[src/rtl/pwm_capture_pkg.sv]
// pwm_capture shared types and defaults.
// FSM encoding and parameter defaults for the capture path.
package pwm_capture_pkg;

  localparam int CNT_W_DEF   = 16;
  localparam int DUTY_W_DEF  = 8;
  localparam int TIMEOUT_DEF = 1024;

  typedef enum logic [1:0] {
    ST_IDLE,
    ST_HIGH,
    ST_LOW
  } state_e;

endpackage

[src/rtl/pwm_div.sv]
// Restoring divider, one quotient bit per cycle.
// Computes (dividend << QW) / divisor assuming dividend < divisor.
module pwm_div #(
  parameter int NW = 16,
  parameter int QW = 8
) (
  input  logic          clk,
  input  logic          rst_n,
  input  logic          start,
  input  logic          abort,
  input  logic [NW-1:0] dividend,
  input  logic [NW-1:0] divisor,
  output logic          busy,
  output logic          done,
  output logic [QW-1:0] quotient
);

  localparam int CW = $clog2(QW + 1);

  logic [NW:0]   rem_q;
  logic [NW:0]   rem_sh;
  logic [NW:0]   rem_d;
  logic [NW-1:0] div_q;
  logic [QW-1:0] quo_q;
  logic [QW-1:0] quo_d;
  logic [CW-1:0] cnt_q;
  logic          busy_q;
  logic          ge;
  logic          last;

  // Remainder stays below divisor, so the shift never loses bit NW.
  always_comb begin
    rem_sh = {rem_q[NW-1:0], 1'b0};
    ge     = rem_sh >= {1'b0, div_q};
    rem_d  = ge ? rem_sh - {1'b0, div_q} : rem_sh;
    quo_d  = {quo_q[QW-2:0], ge};
  end

  assign last     = cnt_q == CW'(1);
  assign busy     = busy_q;
  assign done     = busy_q & last & ~abort;
  assign quotient = quo_d;

  always_ff @(posedge clk or negedge rst_n) begin
    if (!rst_n) begin
      rem_q  <= '0;
      div_q  <= '0;
      quo_q  <= '0;
      cnt_q  <= '0;
      busy_q <= 1'b0;
    end else if (abort) begin
      busy_q <= 1'b0;
    end else if (start) begin
      rem_q  <= {1'b0, dividend};
      div_q  <= divisor;
      quo_q  <= '0;
      cnt_q  <= CW'(QW);
      busy_q <= 1'b1;
    end else if (busy_q) begin
      rem_q  <= rem_d;
      quo_q  <= quo_d;
      cnt_q  <= cnt_q - CW'(1);
      busy_q <= !last;
    end
  end

endmodule

[src/rtl/pwm_capture.sv]
// PWM duty/period/direction capture on the A/B driver pair.
// One result per closed period; stall and A/B conflict flagged.
module pwm_capture
  import pwm_capture_pkg::*;
#(
  parameter int CNT_W   = CNT_W_DEF,
  parameter int DUTY_W  = DUTY_W_DEF,
  parameter int TIMEOUT = TIMEOUT_DEF
) (
  input  logic              clk,
  input  logic              rst_n,
  input  logic              enable,
  input  logic              pwm_inA,
  input  logic              pwm_inB,
  output logic [DUTY_W-1:0] duty,
  output logic [CNT_W-1:0]  period,
  output logic [CNT_W-1:0]  high_time,
  output logic              direction,
  output logic              valid,
  output logic              stalled,
  output logic              fault
);

  logic a_s1_q, a_s2_q, b_s1_q, b_s2_q;
  logic s_q, conf_q;
  logic s, rise, fall, conf, tmo, ovr;

  state_e            state_q, state_d;
  logic [CNT_W-1:0]  per_q, per_d, hi_q, hi_d;
  logic [CNT_W-1:0]  pper_q, pper_d, phi_q, phi_d;
  logic              dnx_q, dnx_d, pdir_q, pdir_d;
  logic [DUTY_W-1:0] duty_q, duty_d;
  logic [CNT_W-1:0]  period_q, period_d;
  logic [CNT_W-1:0]  high_q, high_d;
  logic              dir_q, dir_d;
  logic              valid_q, valid_d;
  logic              stall_q, stall_d;
  logic              fault_q, fault_d;

  logic              dv_start, dv_abort;
  logic              dv_busy, dv_done;
  logic [DUTY_W-1:0] dv_quo;

  assign s    = a_s2_q | b_s2_q;
  assign conf = a_s2_q & b_s2_q;
  assign rise = s & ~s_q;
  assign fall = ~s & s_q;
  assign tmo  = per_q == CNT_W'(TIMEOUT);
  // Publish cycle also blocks a new start: keeps min period DUTY_W+2.
  assign ovr  = dv_busy | valid_q;

  always_comb begin
    state_d  = state_q;
    per_d    = per_q;
    hi_d     = hi_q;
    pper_d   = pper_q;
    phi_d    = phi_q;
    dnx_d    = dnx_q;
    pdir_d   = pdir_q;
    duty_d   = duty_q;
    period_d = period_q;
    high_d   = high_q;
    dir_d    = dir_q;
    stall_d  = stall_q;
    valid_d  = 1'b0;
    fault_d  = 1'b0;
    dv_start = 1'b0;
    dv_abort = 1'b0;
    if (!enable) begin
      state_d  = ST_IDLE;
      per_d    = '0;
      hi_d     = '0;
      dv_abort = 1'b1;
    end else if (conf) begin
      state_d  = ST_IDLE;
      dv_abort = 1'b1;
      fault_d  = ~conf_q;
    end else begin
      if (dv_done) begin
        duty_d   = dv_quo;
        period_d = pper_q;
        high_d   = phi_q;
        dir_d    = pdir_q;
        valid_d  = 1'b1;
      end
      unique case (state_q)
        ST_IDLE: begin
          if (rise) begin
            state_d = ST_HIGH;
            per_d   = CNT_W'(1);
            hi_d    = CNT_W'(1);
            dnx_d   = a_s2_q;
            stall_d = 1'b0;
          end
        end
        ST_HIGH, ST_LOW: begin
          if (tmo) begin
            state_d = ST_IDLE;
            stall_d = 1'b1;
            duty_d  = {DUTY_W{s}};
            valid_d = 1'b1;
          end else if (state_q == ST_HIGH && fall) begin
            state_d = ST_LOW;
            per_d   = per_q + CNT_W'(1);
          end else if (state_q == ST_LOW && rise) begin
            state_d = ST_HIGH;
            per_d   = CNT_W'(1);
            hi_d    = CNT_W'(1);
            dnx_d   = a_s2_q;
            if (!ovr) begin
              dv_start = 1'b1;
              pper_d   = per_q;
              phi_d    = hi_q;
              pdir_d   = dnx_q;
            end
          end else begin
            per_d = per_q + CNT_W'(1);
            if (state_q == ST_HIGH) hi_d = hi_q + CNT_W'(1);
          end
        end
        default: state_d = ST_IDLE;
      endcase
    end
  end

  always_ff @(posedge clk or negedge rst_n) begin
    if (!rst_n) begin
      a_s1_q   <= 1'b0;
      a_s2_q   <= 1'b0;
      b_s1_q   <= 1'b0;
      b_s2_q   <= 1'b0;
      s_q      <= 1'b0;
      conf_q   <= 1'b0;
      state_q  <= ST_IDLE;
      per_q    <= '0;
      hi_q     <= '0;
      pper_q   <= '0;
      phi_q    <= '0;
      dnx_q    <= 1'b0;
      pdir_q   <= 1'b0;
      duty_q   <= '0;
      period_q <= '0;
      high_q   <= '0;
      dir_q    <= 1'b0;
      valid_q  <= 1'b0;
      stall_q  <= 1'b0;
      fault_q  <= 1'b0;
    end else begin
      a_s1_q   <= pwm_inA;
      a_s2_q   <= a_s1_q;
      b_s1_q   <= pwm_inB;
      b_s2_q   <= b_s1_q;
      s_q      <= s;
      conf_q   <= conf;
      state_q  <= state_d;
      per_q    <= per_d;
      hi_q     <= hi_d;
      pper_q   <= pper_d;
      phi_q    <= phi_d;
      dnx_q    <= dnx_d;
      pdir_q   <= pdir_d;
      duty_q   <= duty_d;
      period_q <= period_d;
      high_q   <= high_d;
      dir_q    <= dir_d;
      valid_q  <= valid_d;
      stall_q  <= stall_d;
      fault_q  <= fault_d;
    end
  end

  pwm_div #(
    .NW (CNT_W),
    .QW (DUTY_W)
  ) u_div (
    .clk      (clk),
    .rst_n    (rst_n),
    .start    (dv_start),
    .abort    (dv_abort),
    .dividend (hi_q),
    .divisor  (per_q),
    .busy     (dv_busy),
    .done     (dv_done),
    .quotient (dv_quo)
  );

  assign duty      = duty_q;
  assign period    = period_q;
  assign high_time = high_q;
  assign direction = dir_q;
  assign valid     = valid_q;
  assign stalled   = stall_q;
  assign fault     = fault_q;

endmodule

[config.mk]
export PLATFORM = sky130hd
export DESIGN_NAME = pwm_capture
export DESIGN_NICKNAME = d
export VERILOG_FILES = /design/src/rtl/pwm_capture_pkg.sv /design/src/rtl/pwm_div.sv /design/src/rtl/pwm_capture.sv
export SDC_FILE = /design/constraint.sdc
export NUM_CORES = 1
export LEC_CHECK = 0
export CORE_MARGIN = 2
export CORE_UTILIZATION = 55
export DETAILED_ROUTE_END_ITERATION = 10
export PLACE_DENSITY = 0.8
export SLEW_MARGIN = 0
export SYNTH_ARGS = -nofsm -noshare
export SYNTH_HDL_FRONTEND = slang
export SYNTH_SLANG_ARGS = --single-unit
[constraint.sdc]
create_clock -name clk -period 2.8 [get_ports clk]
set_input_delay 0.42 -clock clk [delete_from_list [all_inputs] [get_ports clk]]
set_output_delay 0.42 -clock clk [all_outputs]
set_load 0.01 [all_outputs]
== Yosys cells after proc, flatten, opt, wreduce, memory -nomap -nowiden ==
Cells that the tools add are included.
Storage, ports and cells
  flip-flop bits (word level): 162
  word-level logic and storage cells: 137
  input port bits: 5
Operators by class
  bitwise gates (word level): 15
  eq/ne operators: 17
  multiplexer cells: 58
  add/sub/neg operators: 4
  reductions and logical operators: 17
  $lt $le $gt $ge: 1
Operators with widths (count)
  $mux W16: 15
  $pmux W16 S2: 2
  $add A16 B1 Y16 const B: 2
  $mux W1: 25
  $mux W8: 3
  $ge A17 B16 Y1: 1
  $eq A16 B11 Y1 const B: 1
  $sub A16 B16 Y16: 1
  $mux W7: 2
  $reduce_and A7 Y1: 2
  $mux W2: 6
  $ne A2 B2 Y1 const B: 6
  $ne A3 B3 Y1 const B: 3
  $mux W4: 2
  $ne A4 B4 Y1 const B: 2
  $not A1 Y1: 8
  $reduce_and A2 Y1: 4
  $ne A6 B6 Y1 const B: 1
  $reduce_and A6 Y1: 1
  $and A1 B1 Y1: 5
  $reduce_and A5 Y1: 1
  $eq A4 B1 Y1 const B: 1
  $pmux W1 S2: 2
  $pmux W2 S2: 1
  12 further kinds: 15

== Longest topological paths before layout ==
  word-level depth: 11
  mapped depth: 12
  depth with buffers taken out: 9

== Cells and area by module ==
A second synthesis with hierarchy kept.
Unflattened totals
  cells, all modules: 802
  area total of the unflattened synthesis: 8284.2 µm²
Modules (own cells, without submodules)
  pwm_capture: instances 1, seq. area each 2952.8 µm², cells an instance 441, area an instance 5200.0 µm²
  pwm_div: instances 1, seq. area each 1101.1 µm², cells an instance 361, area an instance 3084.2 µm²

== Worst setup path before layout ==
No wires, ideal clock.
  kind: reg-to-reg
  from: register u_div.div_q[1]
  to: register u_div.rem_q[15]
  period minus slack after synthesis: 2.410 ns
  arrival: 2.328 ns
  cell stages (with the launch flop): 10
  data required time: 2.718 ns
  slack: 0.390 ns
  setup time: 0.082 ns
  path through: dfrtp_1 > inv_1 > ha_1 > nor2b_1 > o2111ai_1 > nand4bb_1 > a311oi_1 > nor2_1 > or4_1 > a31oi_1
On the way
  longest elaborated chain between the ends: 4
  elaborated cells between the ends (all ways): 5
  those cells by class: 1 x add/sub; 1 x order compare; 3 x mux
RTL lines
  from (decl): RTL line pwm_div.sv:23  | logic [NW-1:0] div_q;
  from (signal assigned): RTL line pwm_div.sv:55  | div_q <= divisor;
  $sub A16 B16 Y16 / $ge A17 B16 Y1 (equally long branches): RTL line pwm_div.sv:35, pwm_div.sv:34
  $mux W16 *: RTL line pwm_div.sv:35  | rem_d = ge ? rem_sh - {1'b0, div_q} : rem_sh;
  $mux W16 *: RTL line pwm_div.sv:59  | end else if (busy_q) begin
  $mux W16 *: RTL line pwm_div.sv:53  | end else if (start) begin
  to (signal assigned): RTL line pwm_div.sv:54  | rem_q <= {1'b0, dividend};
  to (signal assigned): RTL line pwm_div.sv:60  | rem_q <= rem_d;
  to (decl): RTL line pwm_div.sv:20  | logic [NW:0] rem_q;
Every way passes the cells marked *; elsewhere a longest branch is shown, timed or not. The select of a mux whose other input is x is not followed.
A chain may end at the register's enable or synchronous reset.

== Worst setup path in the final report ==
  from: register u_div.rem_q[7]
  to: register u_div.rem_q[15]
On the way
  longest elaborated chain between the ends: 4
  elaborated cells between the ends (all ways): 5
  those cells by class: 1 x add/sub; 1 x order compare; 3 x mux
RTL lines (RTL line)
  $sub A16 B16 Y16 / $ge A17 B16 Y1 (equally long branches): pwm_div.sv:35, pwm_div.sv:34
  $mux W16 *: pwm_div.sv:35
  $mux W16 *: pwm_div.sv:59
  $mux W16 *: pwm_div.sv:53
Marks and branches as above.

==> results.sh <==
export IMPL_io_buffers=48
export IMPL_rsz0062_at_grt="no"
export IMPL_synth_most_common_cell="dfrtp_1"
export IMPL_worstHoldEndpoint="b_s2_q"
export IMPL_synth_top_area_share_pct=51.69
export IMPL_root_buffer="clkbuf_16"
export IMPL_clk_path_buf_depth=2
export IMPL_synth_nets=845
export IMPL_grt_ovfl_total=0
export IMPL_viasPerCell=6.009
export IMPL_synthMuxAreaShare_pct=6.414
export IMPL_status="completed"
export IMPL_cp_cell_sequence="ha_1, o211ai_1, nor2_1, o21a_1, a221oi_2, or2_1, buf_12, or4_1, a31oi_1"
export IMPL_drc=0
export IMPL_slew_viol_final=0
export IMPL_fin_skew_ps=9.278
export IMPL_start_util_pct=56.50
export IMPL_postSynthAreaPerCell_um2=9.635
export IMPL_drt_total_wl_um=18920
export IMPL_clk_pin_slew_worst_paths_ps=60
export IMPL_ys_types=61
export IMPL_syn_instance_count=814
export IMPL_clock_sinks=162
export IMPL_dp_hpwl_um=13280
export IMPL_firstDrtPassIters=6
export IMPL_finalNetCount=912
export IMPL_setup_tns_ps=0
export IMPL_synth_compound_area_share_pct=14.15
export IMPL_synth_area_mm2=0.007843
export IMPL_crit_slowest_cell="or4_1"
export IMPL_gp_congestion=0.9827
export IMPL_fmax_ghz=0.3745
export IMPL_antenna_found_initial=0
export IMPL_rr_endpoint="u_div.rem_q[15]"
export IMPL_startpoint_type="register"
export IMPL_cts_tree="built"
export IMPL_vias=6448
export IMPL_grt_max_degree=59
export IMPL_clock_latency_ps=430
export IMPL_fp_dieH_um=123.4
export IMPL_ys_ff_latch=162
export IMPL_p_leak_nw=4.639
export IMPL_fp_dieArea_mm2=0.01523
export IMPL_antenna_cells=0
export IMPL_ir_drop_mv=0.4499
export IMPL_drive_above_1_share_pct=11.98
export IMPL_min_from="b_s1_q"
export IMPL_setup_viol=0
export IMPL_io_pins=49
export IMPL_tightestPinTransition_ps=550.1
export IMPL_synth_adder_area_share_pct=4.244
export IMPL_finalHoldWorstSlack_ps=346.7
export IMPL_cp_max_fo=19
export IMPL_whs_path_depth=0
export IMPL_synthArstFlopShare_pct=100.0
export IMPL_reg2regPathDepth=9
export IMPL_power_density_mw_per_mm2=557.1
export IMPL_regToRegSetupSlack_ps=130
export IMPL_place_area_mm2=0.008705
export IMPL_synthXorXnorAreaFrac_pct=1.899
export IMPL_min_path_type="reg -> reg"
export IMPL_final_core_util_pct=67.76
export IMPL_yosysSeqAreaShare_pct=51.69
export IMPL_drtAntennaViolNets=0
export IMPL_r2r_start="u_div.rem_q[7]"
export IMPL_fin_area_mm2=0.009405
export IMPL_synth_commonest_cells="dfrtp_1, nand2_1, o21ai_0, nor2_1, a21oi_1"
export IMPL_synth_area_leaders="dfrtp_1, nand2_1, o21ai_0"
export IMPL_grt_pass1_vias=6213
export IMPL_cts_buffers_inserted=17
export IMPL_area_growth_pct=19.93
export IMPL_grt_pass1_wl_um=30910
export IMPL_crit_arrival_ps=3010
export IMPL_synthSimpleGateAreaFrac_pct=18.22
export IMPL_drt_first_iter_violations=578
export IMPL_crit_start="u_div.rem_q[7]"
export IMPL_maxCapViolations=0
export IMPL_grtUsageTotal_pct=26.50
export IMPL_ys_flop_type="dfrtp_1"
export IMPL_finalPower_mw=5.239
export IMPL_relSlewSlack_pct=63.33
export IMPL_ys_warn_count=0
export IMPL_period_share_pct=95.38
export IMPL_die_width_um=123.4
export IMPL_hold_viol=0
export IMPL_wire_per_inst_um=17.63
export IMPL_synth_area_leader_cell="dfrtp_1"
export IMPL_crit_type="reg -> reg"
export IMPL_htreeDepth=4
export IMPL_period_minus_slack_ps=2671
export IMPL_synth_enable_flop_cells=0
export IMPL_rows=43
export IMPL_core_mm2=0.01388
export IMPL_synth_top_family_by_area="simple AND/OR/NAND/NOR gates"
export IMPL_crit_path_end_kind="register"
export IMPL_cpPeakStageDelay_ps=470
export IMPL_worstPathRequired_ps=3140
-- stage by stage --
stage                     setup slack (ps)  std cells
final                                129.5       1073
after detailed placement             70.49       1041
after CTS                            80.96       1073
after global routing                 5.625       1073
after floorplan                      390.1        814
after global placement               171.5       1041
-- per-layer routing --
| layer | global-route usage [%] | vias up | wire [um] |
|---|---|---|---|
| met5 | 0 | - | 0 |
| met4 | 9.020 | 0 | 434 |
| met3 | 5.535 | 44 | 1210 |
| met2 | 42.41 | 246 | 9112 |
| met1 | 36.14 | 3170 | 8158 |
| li1 | - | 2988 | - |
-- worst max-delay path, delay by kind of cell, from the launching register on --
| kind | cells | cell delay (ps) |
|---|---|---|
| AND/OR/NAND/NOR | 3 | 1010 |
| AO/OA/AOI/OAI | 4 | 590 |
| adder cells (fa/ha/maj) | 1 | 420 |
| flip-flops | 1 | 410 |
| buffers and inverters | 1 | 170 |
-- cells by family after synthesis --
family | count (synthesis)
adders and majority gates | 26
DFF | 162
AOI/OAI and AO/OA | 190
and+or+nand+nor | 308
buffers and inverters | 65
xor gates and xnor gates | 17
muxes | 46
-- sequential cells by signal (all words and copies together) (netlist names), 2 cells and up --
name         cells
u_div.rem_q     16
duty             8
u_div.div_q     16
u_div.cnt_q      4
hi_q            16
high_time       16
u_div.quo_q      7
pper_q          16
state_q          2
period          16
phi_q           16
per_q           16
-- cell type report --
| class | instances | area [um^2] |
|---|---|---|
| multi-input cells | 587 | 3531 |
| well taps | 180 | 225.2 |
| fillers | 1064 | 4476 |
| inverters | 33 | 123.9 |
| clock inverters | 8 | 196.4 |
| repair buffers | 80 | 787.0 |
| flip-flops and latches | 162 | 4054 |
| clock buffers | 23 | 488.0 |
-- power by group --
| group | switching, mW | internal [mW] |
|---|---|---|
| clock network | 0.904 | 1.77 |
| logic | 0.134 | 0.0652 |
| registers | 0.0132 | 2.36 |
-- cell usage in the layout (no fill, tap or decap), types with 4 or more instances in the layout --
cell and instances:
nand3_1 24, dfrtp_1 162, a21o_1 7, or3_1 12, nor3_1 12, clkdlybuf4s50_1 47, buf_12 5, xor2_1 10
nand3b_1 11, buf_4 26, mux2_2 34, nand2b_1 5, o21ai_0 90, a22oi_1 9, nand2_1 146, inv_1 33
nor2b_1 5, a31oi_1 7, nor4_1 5, and3_1 13, nand4_1 7, clkbuf_16 17, bufinv_16 6, clkbuf_8 4
ha_1 25, nor2_1 50, xnor2_1 7, a21oi_1 46, mux2i_1 12
-- worst max path at each step --
| stage | depth (start not counted) | slack [ps] | endpoint |
|---|---|---|---|
| global placement | 9 | 170 | u_div.rem_q[15] |
| CTS | 9 | 80 | u_div.rem_q[15] |
| global route | 9 | 6 | u_div.rem_q[15] |
| finish | 9 | 130 | u_div.rem_q[15] |
| detailed placement | 9 | 70 | u_div.rem_q[15] |
| floorplan | 9 | 390 | u_div.rem_q[15] |
-- what timing repair did --
action / 4_1_cts / 5_1_grt
setup buffers: 0 / 0
endpoints found under the hold margin: 55 / 0
gates resized for setup: 0 / 1
setup endpoints to repair: 0 / 1
hold buffers: 1 / 0
(Power assumes the default switching activity.)
